[src/rtl/rx_frame_ctrl.sv]
// Collects SOF-delimited UART payload bytes into a display frame and commits it atomically.
// Partial frames are dropped on a receive-error edge or an inter-byte timeout.
module rx_frame_ctrl #(
    parameter int         N_CHARS        = 4,
    parameter logic [7:0] SOF_BYTE       = 8'hAA,
    parameter int         TIMEOUT_CYCLES = 100000
) (
    input  logic                 clk,
    input  logic                 reset,
    input  logic [7:0]           Rx_DATA,
    input  logic                 Rx_VALID,
    input  logic                 Rx_PERROR,
    input  logic                 Rx_FERROR,
    output logic [8*N_CHARS-1:0] disp_data,
    output logic                 disp_update,
    output logic                 frame_drop,
    output logic                 busy,
    output logic [7:0]           err_count,
    output logic [1:0]           dbg_state
);
    localparam int IW = (N_CHARS > 2) ? $clog2(N_CHARS) : 1;
    localparam int TW = (TIMEOUT_CYCLES > 2) ? $clog2(TIMEOUT_CYCLES) : 1;
    localparam int BW = $clog2(8 * N_CHARS);
    localparam logic [IW-1:0] LAST_IDX = IW'(N_CHARS - 1);
    localparam logic [TW-1:0] TMAX     = TW'(TIMEOUT_CYCLES - 1);

    typedef enum logic [1:0] {
        S_IDLE    = 2'd0,
        S_COLLECT = 2'd1,
        S_COMMIT  = 2'd2
    } state_t;

    state_t                 state_q;
    logic [IW-1:0]          idx_q;
    logic [TW-1:0]          timer_q;
    logic [8*N_CHARS-1:0]   buf_q;
    logic [8*N_CHARS-1:0]   disp_q;
    logic                   disp_update_q;
    logic                   frame_drop_q;
    logic                   busy_q;
    logic                   err_lvl_q;
    logic [7:0]             err_cnt_q;

    logic                   err_lvl_d;
    logic                   err_evt;
    logic [7:0]             err_cnt_d;
    logic [BW-1:0]          slot;

    assign err_lvl_d = Rx_PERROR | Rx_FERROR;
    assign err_evt   = err_lvl_d & ~err_lvl_q;
    assign err_cnt_d = (err_cnt_q == 8'hFF) ? err_cnt_q : err_cnt_q + 8'd1;
    // Char 0 lands in the most significant byte of the frame.
    assign slot      = BW'((N_CHARS - 1 - int'(idx_q)) * 8);

    always_ff @(posedge clk or posedge reset) begin
        if (reset) begin
            state_q       <= S_IDLE;
            idx_q         <= '0;
            timer_q       <= '0;
            buf_q         <= '0;
            disp_q        <= '0;
            disp_update_q <= 1'b0;
            frame_drop_q  <= 1'b0;
            busy_q        <= 1'b0;
            err_lvl_q     <= 1'b0;
            err_cnt_q     <= 8'd0;
        end else begin
            err_lvl_q     <= err_lvl_d;
            disp_update_q <= 1'b0;
            frame_drop_q  <= 1'b0;
            if (err_evt) begin
                err_cnt_q <= err_cnt_d;
            end
            case (state_q)
                S_IDLE: begin
                    if (Rx_VALID && (Rx_DATA == SOF_BYTE)) begin
                        state_q <= S_COLLECT;
                        idx_q   <= '0;
                        timer_q <= '0;
                        busy_q  <= 1'b1;
                    end
                end
                S_COLLECT: begin
                    // An error edge wins over a byte arriving in the same cycle.
                    if (err_evt) begin
                        state_q      <= S_IDLE;
                        frame_drop_q <= 1'b1;
                        busy_q       <= 1'b0;
                    end else if (Rx_VALID) begin
                        timer_q <= '0;
                        if (Rx_DATA == SOF_BYTE) begin
                            idx_q <= '0;
                        end else begin
                            buf_q[slot +: 8] <= Rx_DATA;
                            idx_q            <= idx_q + IW'(1);
                            if (idx_q == LAST_IDX) begin
                                state_q <= S_COMMIT;
                            end
                        end
                    end else if (timer_q == TMAX) begin
                        state_q      <= S_IDLE;
                        frame_drop_q <= 1'b1;
                        busy_q       <= 1'b0;
                    end else begin
                        timer_q <= timer_q + TW'(1);
                    end
                end
                S_COMMIT: begin
                    disp_q        <= buf_q;
                    disp_update_q <= 1'b1;
                    state_q       <= S_IDLE;
                    busy_q        <= 1'b0;
                end
                default: begin
                    state_q <= S_IDLE;
                    busy_q  <= 1'b0;
                end
            endcase
        end
    end

    assign disp_data   = disp_q;
    assign disp_update = disp_update_q;
    assign frame_drop  = frame_drop_q;
    assign busy        = busy_q;
    assign err_count   = err_cnt_q;
    assign dbg_state   = state_q;

endmodule

[config.mk]
export PLATFORM = sky130hd
export DESIGN_NAME = rx_frame_ctrl
export DESIGN_NICKNAME = d
export VERILOG_FILES = /design/src/rtl/rx_frame_ctrl.sv
export SDC_FILE = /design/constraint.sdc
export NUM_CORES = 1
export LEC_CHECK = 0
export BUFFER_PORTS_ARGS = -buffer_cell sky130_fd_sc_hd__buf_2
export CORE_MARGIN = 2
export CORE_UTILIZATION = 35
export DETAILED_ROUTE_END_ITERATION = 7
export GPL_TIMING_DRIVEN = 0
export PLACE_DENSITY = 0.62
export SYNTH_ARGS = -nofsm -noshare
export SYNTH_HDL_FRONTEND = slang
export SYNTH_SLANG_ARGS = --single-unit
export TNS_END_PERCENT = 1
[constraint.sdc]
create_clock -name clk -period 2.6 [get_ports clk]
set_input_delay 0.26 -clock clk [delete_from_list [all_inputs] [get_ports clk]]
set_output_delay 0.26 -clock clk [all_outputs]
set_load 0.02 [all_outputs]
* Word-level counts from Yosys, hierarchy flattened *
Cells that the tools add are included.

word-level totals
  logic and storage cells = 75
  output and inout bits = 45
  flip-flop bits (word level) = 97

operators by class
  bitwise operators = 6
  reductions and logical operators = 9
  eq/ne operators = 15
  add/sub/neg operators = 5
  multiplexer cells = 28
  shifts and indexed selects = 2

operator list
  operator                                                                 number
  17-bit two-way mux                                                       4
  17-bit case mux with 2 select lines                                      1
  32-bit bitwise mux                                                       1
  8-bit by 7-bit variable shift with 32-bit output (first input constant)  1
  8-bit by 7-bit variable part select with 32-bit output                   1
  2-bit two-way mux                                                        10
  17-bit by 1-bit adder with 17-bit output (second input constant)         1
  17-bit equality test (second input constant)                             1
  8-bit equality test (second input constant)                              2
  4-bit AND reduction                                                      4
  4-bit inequality test (second input constant)                            3
  1-bit two-way mux                                                        9
  3-bit inequality test (second input constant)                            3
  8-bit by 1-bit adder with 8-bit output (second input constant)           1
  2-bit case mux with 2 select lines                                       2
  5-bit negation with 7-bit output                                         1
  2-bit inequality test (second input constant)                            3
  2-bit equality test (second input constant)                              2
  1-bit inverter                                                           4
  3-bit AND reduction                                                      1
  2-bit by 1-bit adder with 2-bit output (second input constant)           1
  2-bit by 1-bit equality test with 1-bit output (second input constant)   1
  2-bit logical NOT                                                        1
  1-bit case mux with 2 select lines                                       1
  other kinds (6)                                                          6

* Depth between registers and ports, before layout *
  depth in word-level cells = 6
  mapped depth = 7
  gate-level depth less buffers = 6

* Worst setup path before layout *
OpenSTA, ideal clock, no wires.

  path kind = reg-to-reg
  start point = register timer_q[0]
  end point = register timer_q[10]
  arrival time = 1.782 ns
  library setup time = 0.124 ns
  stages on the path, launching flop included = 7
  slack = 0.694 ns
  path buffers = 0
  period minus slack after synthesis = 1.906 ns
  required time = 2.476 ns
  cell sequence = dfrtp_1 -> ha_1 -> nand4_2 -> or4_4 -> o21ai_4 -> nor3_1 -> a211o_1

between the ends
  cells in the longest elaborated chain, start to end = 5

RTL lines
  item                                      line  text
  start: declaration                        35    logic [TW-1:0] timer_q;
  start signal: assignment                  105   timer_q <= timer_q + TW'(1);
  17-bit by 1-bit adder with 17-bit output  105
  17-bit two-way mux                        100   end else if (timer_q == TMAX) begin
  17-bit two-way mux                        89    end else if (Rx_VALID) begin
  17-bit two-way mux                        85    if (err_evt) begin
  17-bit case mux with 2 select lines       74    case (state_q)

Several ways; a longest one is shown, not always the timed one. The select of a mux whose other input is x is not followed.
A chain may end at the register's enable or synchronous reset.

* Final worst setup path *
  start point = register state_q[0] (netlist: dbg_state[0])
  end point = register state_q[0] (netlist: dbg_state[0])

between the ends
  cells in the longest elaborated chain, start to end = 3

RTL lines
  item                                                                                        line  text
  start: declaration                                                                          33    state_t state_q;
  start signal: assignment                                                                    57    state_q <= S_IDLE;
  start signal: assignment                                                                    77    state_q <= S_COLLECT;
  start signal: assignment                                                                    86    state_q <= S_IDLE;
  2-bit by 1-bit equality test with 1-bit output / 2-bit logical NOT (equally long branches)  74
  4-bit inequality test (no line) / 2-bit inequality test (equally long branches)             --
  4-bit AND reduction (no line)                                                               --

Several ways; a longest one is shown, not always the timed one.

==> flow_metrics.env <==
export IMPL_synth_cell_types=50
export IMPL_drc_errors=0
export IMPL_r2r_slack_ps=320
export IMPL_timing_slew_headroom_pct=42.1
export IMPL_rsz0062_at_grt="no"
export IMPL_io_pin_count=58
export IMPL_grt_pass1_vias=3039
export IMPL_routedWlPerCell_um=14.0
export IMPL_reg2reg_depth=6
export IMPL_drive_gt1_share_pct=26.6
export IMPL_ys_flop_type="dfrtp_1"
export IMPL_drt_vias_per_instance=4.96
export IMPL_switching_share_pct=29.6
export IMPL_grt_total_usage_pct=14.3
export IMPL_period_needed_ps=2280
export IMPL_portBuffers=56
export IMPL_grt_antenna_before_repair=0
export IMPL_syn_area_um2=4330
export IMPL_clock_sinks=97
export IMPL_core_area_um2=12100
export IMPL_whs_path_depth=2
export IMPL_dp_hpwl_um=6570
export IMPL_die_y_um=115
export IMPL_worst_pin_slew_ps=867
export IMPL_totalWireLength_um=8990
export IMPL_critical_path_class="reg -> reg"
export IMPL_grt_max_degree=46
export IMPL_grt_overflow=0
export IMPL_ys_async_sr_fraction_pct=100
export IMPL_vias=3181
export IMPL_ant_nets=0
export IMPL_fin_crit_sh_pct=87.7
export IMPL_grt_pass1_wl_um=14900
export IMPL_setup_violations=0
export IMPL_synth_seq_cells=97
export IMPL_p_switching_uw=1120
export IMPL_final_max_slew_violation_count=0
export IMPL_intPower_uw=2680
export IMPL_finalWeightedCongestion=0.852
export IMPL_antennaDiodeCount=0
export IMPL_syn_num_nets=418
export IMPL_cts_buffers_inserted=9
export IMPL_fmax_mhz=439
export IMPL_n_fill_cell=1159
export IMPL_cts_tree="built"
export IMPL_root_buffer="clkbuf_16"
export IMPL_seq_power_share_pct=47.1
export IMPL_clockBufferDepth=2
export IMPL_setup_tns_final_ps=0
export IMPL_p_comb_share_pct=17.0
export IMPL_cellPowerDensity_nw_per_um2=733
export IMPL_hold_violations=0
export IMPL_maxCapViolCount=0
export IMPL_multi_input_comb_area_um2=1820
export IMPL_synth_edf_count=0
export IMPL_crit_arrival_ps=2530
export IMPL_clkLatencyLatePin_ps=340
export IMPL_cts_htree_levels=3
export IMPL_drt_iter0_markers=146
export IMPL_dieArea_um2=13300
export IMPL_syn_avg_cell_area_um2=10.9
export IMPL_seq_area_um2=2430
export IMPL_post_cts_resized=0
export IMPL_ir_worst_vdd_mv=0.291
export IMPL_fin_worst_skew_ps=8.89
export IMPL_outcome="finished clean"
export IMPL_yosys_warnings=0
export IMPL_die_w_um=115
export IMPL_required_ps=2840
export IMPL_clk_pin_slew_ps=70
export IMPL_p_clk_share_pct=35.9
export IMPL_cp_max_fo=10
export IMPL_holdWs_ps=145
export IMPL_leakagePower_uw=0.00254
export IMPL_synth_yosys_seq_area_share_pct=56.1
export IMPL_hold_class="in -> reg"
export IMPL_dr_pass1_iters=4
export IMPL_final_nets=488
export IMPL_netlist_instances=398
export IMPL_num_rows=40
export IMPL_initial_core_util_pct=35.9
export IMPL_startpoint_type="flip-flop"
export IMPL_area_growth_pct=19.7
export IMPL_endpoint_kind="flip-flop"
final timing paths:
path,endpoint,startpoint
min reg2reg,buf_q[0],buf_q[0]
max in group asynchronous,disp_data[30],reset
max reg2reg,dbg_state[0],dbg_state[0]
min,err_lvl_q,Rx_PERROR
min in group asynchronous,disp_data[10],reset
max,dbg_state[0],dbg_state[0]
power groups by stage:
| stage | combinational, uW | clock (uW) | sequential (uW) |
|---|---|---|---|
| 2_1_floorplan | 409 | 0 | 1850 |
| 4_1_cts | 653 | 1410 | 1790 |
| 6_report | 645 | 1360 | 1790 |
| 3_5_place_dp | 647 | 0 | 1820 |
| 3_3_place_gp | 626 | 0 | 1810 |
| 5_1_grt | 727 | 1460 | 1820 |
synth_stat cells (3+ instances only):
| cell | number | area [um2] |
|---|---|---|
| o21ai_0 | 35 | 175 |
| nand2b_1 | 3 | 18.8 |
| inv_1 | 9 | 33.8 |
| o21ai_1 | 4 | 20.0 |
| dfrtp_1 | 97 | 2430 |
| xnor2_1 | 4 | 35.0 |
| xor2_1 | 3 | 26.3 |
| a211o_1 | 4 | 35.0 |
| clkbuf_1 | 9 | 33.8 |
| nor3b_1 | 4 | 30.0 |
| mux2_2 | 35 | 394 |
| o2bb2ai_1 | 4 | 35.0 |
| ha_1 | 7 | 87.6 |
| a21oi_1 | 10 | 50.1 |
| and2_1 | 6 | 37.5 |
| a22o_1 | 3 | 26.3 |
| nand2_1 | 77 | 289 |
| and3_1 | 11 | 68.8 |
| nand4_1 | 7 | 43.8 |
| nor2_1 | 7 | 26.3 |
| nor3_1 | 8 | 40.0 |
| nand3_1 | 15 | 75.1 |
| a31oi_1 | 4 | 25.0 |
kinds of logic after synthesis:
group / synth area share (%)
AOI/OAI and AO/OA: 11.4
xor gates and xnor gates: 1.42
adders and majority gates: 2.02
buffers and inverters: 1.94
DFF: 56.1
muxes: 9.11
and+or+nand+nor: 18.1
state kept, by name (all words and copies together) (netlist names):
signal,flops
busy,1
err_count,8
disp_update,1
disp_data,32
dbg_state,2
timer_q,17
err_lvl_q,1
buf_q,32
idx_q,2
frame_drop,1
layout make-up:
cell class,count,share of cell area (%)
flip-flops and latches,97,46.8
multi-input cells,281,35.1
repair buffers,59,6.37
clock buffers,10,4.61
well taps,168,4.06
clock inverters,6,1.38
plain buffers,11,0.966
inverters,9,0.724
metal layers:
metal	GRT usage, %	vias to the layer above	part of all wire, %
met4	3.94	0	1.3
met5	0	-	0
li1	-	1552	-
met3	3.74	15	5.3
met1	19.1	1530	46
met2	23.1	84	47
timing repair:
item                      4_1_cts  5_1_grt
buffers inserted                0        0
hold buffers                    1        0
hold endpoints to repair       19        0
per-stage QoR:
stage	setup slack (ps)	area, um2	total power, uW	utilization, %	instances
floorplan	694	4330	2250	-	398
global placement	323	4820	2440	40.0	622
detailed placement	332	4860	2470	40.3	624
CTS	298	5180	3860	43.0	641
global route	31.6	5180	4010	43.0	641
finish	320	5180	3800	43.0	641
critical path: stages, from the launching register on:
cell      delay (ps)
dfrtp_1          350
buf_2            210
nor3b_1          490
nand2_1          160
a21oi_1          620
a21oi_1           80
a211oi_1         280
layout by cell type, fill, tap and decap left out, types with 2 or more instances in the layout:
cell type and instances:
a211o_1 4, a21o_1 2, a21oi_1 10, a22o_1 3, a31oi_1 4, and2_1 6, and3_1 11, and4bb_2 2
buf_12 2, buf_2 57, clkbuf_1 9, clkbuf_16 9, clkinvlp_4 2, dfrtp_1 97, ha_1 7, inv_1 8
inv_6 2, mux2_2 35, nand2_1 77, nand2b_1 3, nand3_1 15, nand4_1 7, nor2_1 7, nor3_1 8
nor3b_1 4, nor4_1 2, o21ai_0 35, o21ai_1 4, o21ai_4 2, o2bb2ai_1 4, or4_4 2, xnor2_1 4
xor2_1 3
No activity file was read; power rests on OpenSTA's default activity.
